### src/rtl/mux_arb_n.sv
// mux_arb_n: N-input, WIDTH-bit registered selector with valid/ready handshake.
// A channel is picked either by an explicit index (fixed mode) or by
// round-robin arbitration among valid channels. The chosen word is held in
// an output register that honours downstream backpressure.
module mux_arb_n #(
  parameter int WIDTH = 6,
  parameter int N     = 4,
  parameter int SELW  = 2
) (
  input  logic               clk,
  input  logic               reset,
  input  logic [N*WIDTH-1:0] in_data,
  input  logic [N-1:0]       in_valid,
  output logic [N-1:0]       in_ready,
  input  logic               mode,
  input  logic [SELW-1:0]    select,
  output logic [WIDTH-1:0]   out_data,
  output logic [SELW-1:0]    out_sel,
  output logic               out_valid,
  input  logic               out_ready
);

  logic [WIDTH-1:0] out_data_r;
  logic [SELW-1:0]  out_sel_r;
  logic             out_valid_r;
  logic [SELW-1:0]  rr_ptr_r;

  logic             load_en_s;
  logic             fix_hit_s;
  logic             hi_hit_s;
  logic [SELW-1:0]  hi_gnt_s;
  logic             lo_hit_s;
  logic [SELW-1:0]  lo_gnt_s;
  logic             gnt_hit_s;
  logic [SELW-1:0]  gnt_s;
  logic [SELW-1:0]  rr_next_s;
  logic [WIDTH-1:0] gnt_data_s;

  // The output register can take a new word when it is empty or being drained.
  assign load_en_s = !out_valid_r || out_ready;

  // Fixed-mode grant: compare select against each real channel index, so an
  // out-of-range select matches nothing instead of aliasing onto a channel.
  always_comb begin
    fix_hit_s = 1'b0;
    for (int i = 0; i < N; i++) begin
      if (select == SELW'(i)) begin
        fix_hit_s = in_valid[i];
      end else begin
        fix_hit_s = fix_hit_s;
      end
    end
  end

  // Round-robin grant: lowest valid channel at or above rr_ptr wins; if none,
  // fall back to the lowest valid channel below rr_ptr (the wrapped part).
  always_comb begin
    hi_hit_s = 1'b0;
    hi_gnt_s = {SELW{1'b0}};
    lo_hit_s = 1'b0;
    lo_gnt_s = {SELW{1'b0}};
    for (int i = N - 1; i >= 0; i--) begin
      if (in_valid[i] && (SELW'(i) >= rr_ptr_r)) begin
        hi_hit_s = 1'b1;
        hi_gnt_s = SELW'(i);
      end else if (in_valid[i]) begin
        lo_hit_s = 1'b1;
        lo_gnt_s = SELW'(i);
      end else begin
        hi_hit_s = hi_hit_s;
      end
    end
  end

  // Final grant according to the current mode.
  always_comb begin
    gnt_hit_s = 1'b0;
    gnt_s     = {SELW{1'b0}};
    if (mode) begin
      gnt_hit_s = hi_hit_s || lo_hit_s;
      gnt_s     = hi_hit_s ? hi_gnt_s : lo_gnt_s;
    end else begin
      gnt_hit_s = fix_hit_s;
      gnt_s     = select;
    end
  end

  // One-hot consume strobe and word mux for the granted channel; reset
  // forces the strobe low so no producer sees a transfer that gets dropped.
  always_comb begin
    in_ready   = {N{1'b0}};
    gnt_data_s = {WIDTH{1'b0}};
    for (int i = 0; i < N; i++) begin
      if (gnt_s == SELW'(i)) begin
        in_ready[i] = load_en_s && gnt_hit_s && !reset;
        gnt_data_s  = in_data[i*WIDTH +: WIDTH];
      end else begin
        in_ready[i] = 1'b0;
      end
    end
  end

  // Pointer to the channel just after the winner, wrapping at N-1.
  assign rr_next_s = (gnt_s == SELW'(N - 1)) ? {SELW{1'b0}} : (gnt_s + {{(SELW-1){1'b0}}, 1'b1});

  // Output register and round-robin pointer; reset drops any word in flight.
  always_ff @(posedge clk) begin
    if (reset) begin
      out_data_r  <= {WIDTH{1'b0}};
      out_sel_r   <= {SELW{1'b0}};
      out_valid_r <= 1'b0;
      rr_ptr_r    <= {SELW{1'b0}};
    end else if (load_en_s && gnt_hit_s) begin
      out_data_r  <= gnt_data_s;
      out_sel_r   <= gnt_s;
      out_valid_r <= 1'b1;
      rr_ptr_r    <= mode ? rr_next_s : rr_ptr_r;
    end else if (load_en_s) begin
      out_data_r  <= out_data_r;
      out_sel_r   <= out_sel_r;
      out_valid_r <= 1'b0;
      rr_ptr_r    <= rr_ptr_r;
    end else begin
      out_data_r  <= out_data_r;
      out_sel_r   <= out_sel_r;
      out_valid_r <= out_valid_r;
      rr_ptr_r    <= rr_ptr_r;
    end
  end

  assign out_data  = out_data_r;
  assign out_sel   = out_sel_r;
  assign out_valid = out_valid_r;

endmodule

### config.mk
export PLATFORM = sky130hd
export DESIGN_NAME = mux_arb_n
export DESIGN_NICKNAME = d
export VERILOG_FILES = /design/src/rtl/mux_arb_n.sv
export SDC_FILE = /design/constraint.sdc
export NUM_CORES = 1
export LEC_CHECK = 0
export CAP_MARGIN = 25
export CORE_ASPECT_RATIO = 1.4
export CORE_UTILIZATION = 35
export DETAILED_ROUTE_END_ITERATION = 16
export PLACE_DENSITY_LB_ADDON = 0.25
export SLEW_MARGIN = 0
export SYNTH_ARGS = -nofsm -noshare
export SYNTH_HDL_FRONTEND = slang
export SYNTH_SLANG_ARGS = --single-unit
### constraint.sdc
create_clock -name clk -period 2.2 [get_ports clk]
set_input_delay 0.33 -clock clk [delete_from_list [all_inputs] [get_ports clk]]
set_output_delay 0.33 -clock clk [all_outputs]
set_load 0.02 [all_outputs]
# [Yosys cells after proc, flatten, opt, wreduce, memory -nomap -nowiden]
# Index checks and enable logic that the tools add are counted.
[word_totals] regBits=11 wordCells=71
[classes] add_sub_neg=1 magnitude_cmp=4 n_eq_ne=6 muxes=42 n_reduce_logical=14
[ops] op="$mux 2" count=15
[ops] op="$mux 6" count=4
[ops] op="$mux 1" count=23
[ops] op="$eq 2x2->1 const B" count=4
[ops] op="$logic_and 1x1->1" count=6
[ops] op="$eq 2x1->1 const B" count=2
[ops] op="$ge 1x2->1 const A" count=2
[ops] op="$ge 2x2->1 const A" count=2
[ops] op="$logic_not 2->1" count=2
[ops] op="$add 2x1->2 const B" count=1
[ops] op="$logic_not 1->1" count=2
[ops] op="$logic_or 1x1->1" count=2
[ops] op="$reduce_and 2->1" count=1
[ops] op="$reduce_bool 2->1" count=1

# [Longest topological paths before layout]
[logic_depth] ltp_word=16 mapped_depth=10 depth_no_buf=9

# [Worst setup path after synthesis]
# OpenSTA, ideal clock, no wires.
[synth_path] path_kind="input-to-output" start="input in_valid[2]" end="output in_ready[1]" arrival_ns=1.811 slack_ns=0.059 stages=6 path_buffers=1 cell_sequence="nor2b_1 -> o211a_1 -> nor3_1 -> ha_1 -> clkbuf_1 -> and3_1"
[synth_via] elab_chain_cells=11 elab_cells_between_ends=29 cone_classes="1 x eq/ne; 24 x mux; 4 x reduce/logical"
[synth_rtl] item="start: declaration" line_no="13" source="input logic [N-1:0] in_valid,"
[synth_rtl] item="branches (longest 10 deep; another with $mux 2)"
[synth_rtl] item="$mux 1 (*)" line_no="94" source="if (gnt_s == SELW'(i)) begin"
[synth_rtl] item="end: declaration" line_no="14" source="output logic [N-1:0] in_ready,"
# Every way passes the cells marked *.

# [Worst setup path after layout]
[layout_path] start="register rr_ptr_r[1]" end="output in_ready[0]"
[layout_via] elab_chain_cells=14 elab_cells_between_ends=38 cone_classes="4 x order compare; 26 x mux; 8 x reduce/logical"
[layout_rtl] item="start: declaration" line_no="26" source="logic [SELW-1:0] rr_ptr_r;"
[layout_rtl] item="start signal: assignment" line_no="112" source="rr_ptr_r <= {SELW{1'b0}};"
[layout_rtl] item="start signal: assignment" line_no="117" source="rr_ptr_r <= mode ? rr_next_s : rr_ptr_r;"
[layout_rtl] item="start signal: assignment" line_no="122" source="rr_ptr_r <= rr_ptr_r;"
[layout_rtl] item="$ge 2x2->1" line_no="63" source="if (in_valid[i] && (SELW'(i) >= rr_ptr_r)) begin"
[layout_rtl] item="$logic_and 1x1->1" line_no="63"
[layout_rtl] item="$mux 1" line_no="63"
[layout_rtl] item="$mux 1" line_no="66" source="end else if (in_valid[i]) begin"
[layout_rtl] item="$mux 1" line_no="63"
[layout_rtl] item="$mux 1" line_no="66"
[layout_rtl] item="$mux 1" line_no="63"
[layout_rtl] item="$mux 1" line_no="66"
[layout_rtl] item="$mux 1" line_no="63"
[layout_rtl] item="$logic_or 1x1->1" line_no="80" source="gnt_hit_s = hi_hit_s || lo_hit_s;"
[layout_rtl] item="$mux 1" line_no="79" source="if (mode) begin"
[layout_rtl] item="$logic_and 1x1->1 (2 in a row)" line_no="95" source="in_ready[i] = load_en_s && gnt_hit_s && !reset;"
[layout_rtl] item="$mux 1 (*)" line_no="94"
# Mark *: on every way between the ends. The rest lies on a longest branch, timed or not.

==> reports/qor.csv <==
metric,value,unit
status,"complete, no violations",
fmax,462,MHz
combinational power share,52.7,%
sequential share of power,30.4,%
Worst path depth,7,
worst vdd ir,0.325,mV
top cell type's share of synthesized area,24.3,%
"commonest non-fill, non-tap cell in the layout",clkdlybuf4s50_1,
number of placed I/O pins,47,
Via density,5.24,
unique cell type count in the Yosys netlist,29,
final worst setup slack,0.0353,ns
Initial DRT Pass Iterations,5,
Worst Path Arrival,1.83,ns
Hold Path Stages,2,
CTS max path bufs,2,
sequential-to-total area share from yosys stat,24.3,%
sw power,0.277,mW
met1 wire length,1040,µm
PD cells,488,mW/mm²
largest area contributor in the netlist,dfxtp_1,
R2R depth,10,
Routed WL,2850,µm
WHS,0.554,ns
Vias,1136,
share of cells above drive strength 1,30.1,%
syn_area_per_cell,7.88,µm²
WP buf/inv,1,
Worst Setup End Kind,output pin,
Switching Fraction,34.8,%
HP Class,reg -> reg,
GP Congestion,0.837,
Slew @ Worst Pin,0.354,ns
Worst slew margin,76.3,%
slowest CP cell,dfxtp_4,
leakage power,0.701,nW
Layout area overhead,80.4,%
drc violations,0,
largest cells by area after synthesis,"dfxtp_1, a21oi_1, a211oi_2",
RSZ-0062 raised after global routing,true,
H-Tree Depth,1,
number of I/O port buffers,46,
final setup violation count,0,
routed wire length per instance,13.1,µm
largest net degree at the start of global routing,13,
gr ovfl total,0,
DP Area,0.00151,mm²
Post-Synthesis Cell Area,906,µm²
vias in the first global route,1082,
Top Family by Delay on Critical Path,compound AO/OA/AOI/OAI gates,
internal power,0.520,mW
Core Area,0.00242,mm²
DPL Wire Length,2220,µm
Layout Nets,222,
endpoints failing hold,0,
CTS Hold Bufs,0,
CTS Root Cell,clkbuf_4,
TritonCTS Buffers,3,
Die ar.,0.00280,mm²
met3 wire len,174,µm
synthesized net count,153,
"antenna viol nets, final",0,
CTS tree,yes,
fin. max-slew vios,0,
first-pass GRT wire length,4560,µm
Post-Syn Instances,115,
Die Span Y,62.2,µm
minimum clock period,2.16,ns
crit path cell chain,mux2i_1 -> o221ai_1 -> a31o_2 -> and2_4 -> ha_4 -> and3_4 -> buf_6,
design area,0.00163,mm²
power share of the clock group,17.0,%
YS warnings,0,
Crit Path Class,reg -> out,
row cnt,21,
WP data required,1.87,ns
clock sinks,11,
all-layer global routing usage,21.3,%
setup TNS,0,ns
Max Cap Violations,0,
"commonest cells after routing, fill and taps aside","clkdlybuf4s50_1, buf_4, a21oi_1, dfxtp_1, inv_1",
"Clk Latency, worst-skew pair",0.27,ns
worst-path fanout max,5,
Yosys reg bits,11,
Horiz. Die Dim,45.0,µm
Initial Utilization,37.5,%
wire length on met2,1590,µm
"CTS clk-pin slew, worst paths",0.06,ns
Initial DRC Count,22,
ANT cells,0,
top sig layer,met4,
Tot Pwr,0.797,mW
clock skew,0.00215,ns
initial antenna violation count,0,
CP peak stage delay,0.37,ns
startpoint types,flip-flop,
Final Cycle Share,98.4,%
Placement Setup Slack,-0.645,ns
synthesized netlist by cell type:
cell type	n
a211oi_1	1
a211oi_2	7
a21oi_1	22
a22oi_1	6
a22oi_2	1
a311oi_1	1
a31o_2	1
and2_1	1
and2_4	1
and3_1	4
buf_6	2
clkbuf_1	4
dfxtp_1	11
ha_1	4
inv_1	10
mux2i_1	4
nand2_1	8
nand2b_1	4
nor2_1	3
nor2b_1	3
nor3_1	1
o211a_1	2
o211ai_1	1
o21a_1	1
o21ai_0	8
o21bai_1	1
o221ai_1	1
or2b_1	1
or3_4	1
power by group through the flow:
| stage | clock network (mW) | logic (mW) | registers [mW] |
|---|---|---|---|
| after global placement | 0 | 0.377 | 0.246 |
| after floorplan | 0 | 0.178 | 0.270 |
| after CTS | 0.139 | 0.392 | 0.242 |
| after detailed placement | 0 | 0.385 | 0.246 |
| after global routing | 0.153 | 0.455 | 0.245 |
| final | 0.135 | 0.420 | 0.242 |
worst min-delay path, cell delays in order (launching register included):
cell and delay [ns]:
dfxtp_1 0.31, a21oi_1 0.14, a211oi_2 0.06
metal layers:
metal	vias to the layer above	GRT usage (%)
li1	555	-
met3	6	2.62
met1	527	22.0
met2	48	40.2
met5	-	0
met4	0	7.95
flip-flops by register name (all words and copies together) (netlist names):
signal     flops
rr_ptr_r       2
out_sel        2
out_valid      1
out_data       6
through the flow:
step                      util [%]  instances
after floorplan                  -        115
after global placement        62.6        208
after detailed placement      62.6        208
after CTS                     63.9        215
after global routing          67.6        217
final                         67.6        217
logic make-up (layout without fill, tap and decap cells):
kind of cell | Yosys count | count (layout) | share of synthesized area [%]
mux | 4 | 4 | 4.42
flops | 11 | 11 | 24.3
simple gates | 27 | 27 | 16.4
fa+ha+maj | 4 | 4 | 5.53
compound gates | 53 | 53 | 41.0
buf+inv | 16 | 84 | 8.29
path summary, 6_finish.rpt:
path / start / end / slack, ns
worst max-delay path: rr_ptr_r[1]$_SDFFE_PP0P_ / in_ready[0] / 0.04
worst min-delay path: out_data[3]$_SDFFE_PP0P_ / out_data[3]$_SDFFE_PP0P_ / 0.55
worst min register to register: out_data[3]$_SDFFE_PP0P_ / out_data[3]$_SDFFE_PP0P_ / 0.55
worst max register to register: rr_ptr_r[1]$_SDFFE_PP0P_ / out_data[3]$_SDFFE_PP0P_ / 0.07
area by class of cell:
cell class	instances	area (µm²)
clock buffer	4	26.3
fill	208	783
tap	34	42.5
timing repair buffer	70	633
inverter	10	37.5
sequential	11	224
multi-input combinational	88	671
repair_timing:
| action | 4_1_cts | 5_1_grt |
|---|---|---|
| gates cloned | 0 | 0 |
| gates resized for setup | 25 | 22 |
| buffers inserted | 3 | 2 |
| pin swaps | 1 | 7 |
| setup endpoints to repair | 10 | 10 |
(Power assumes the default switching activity.)
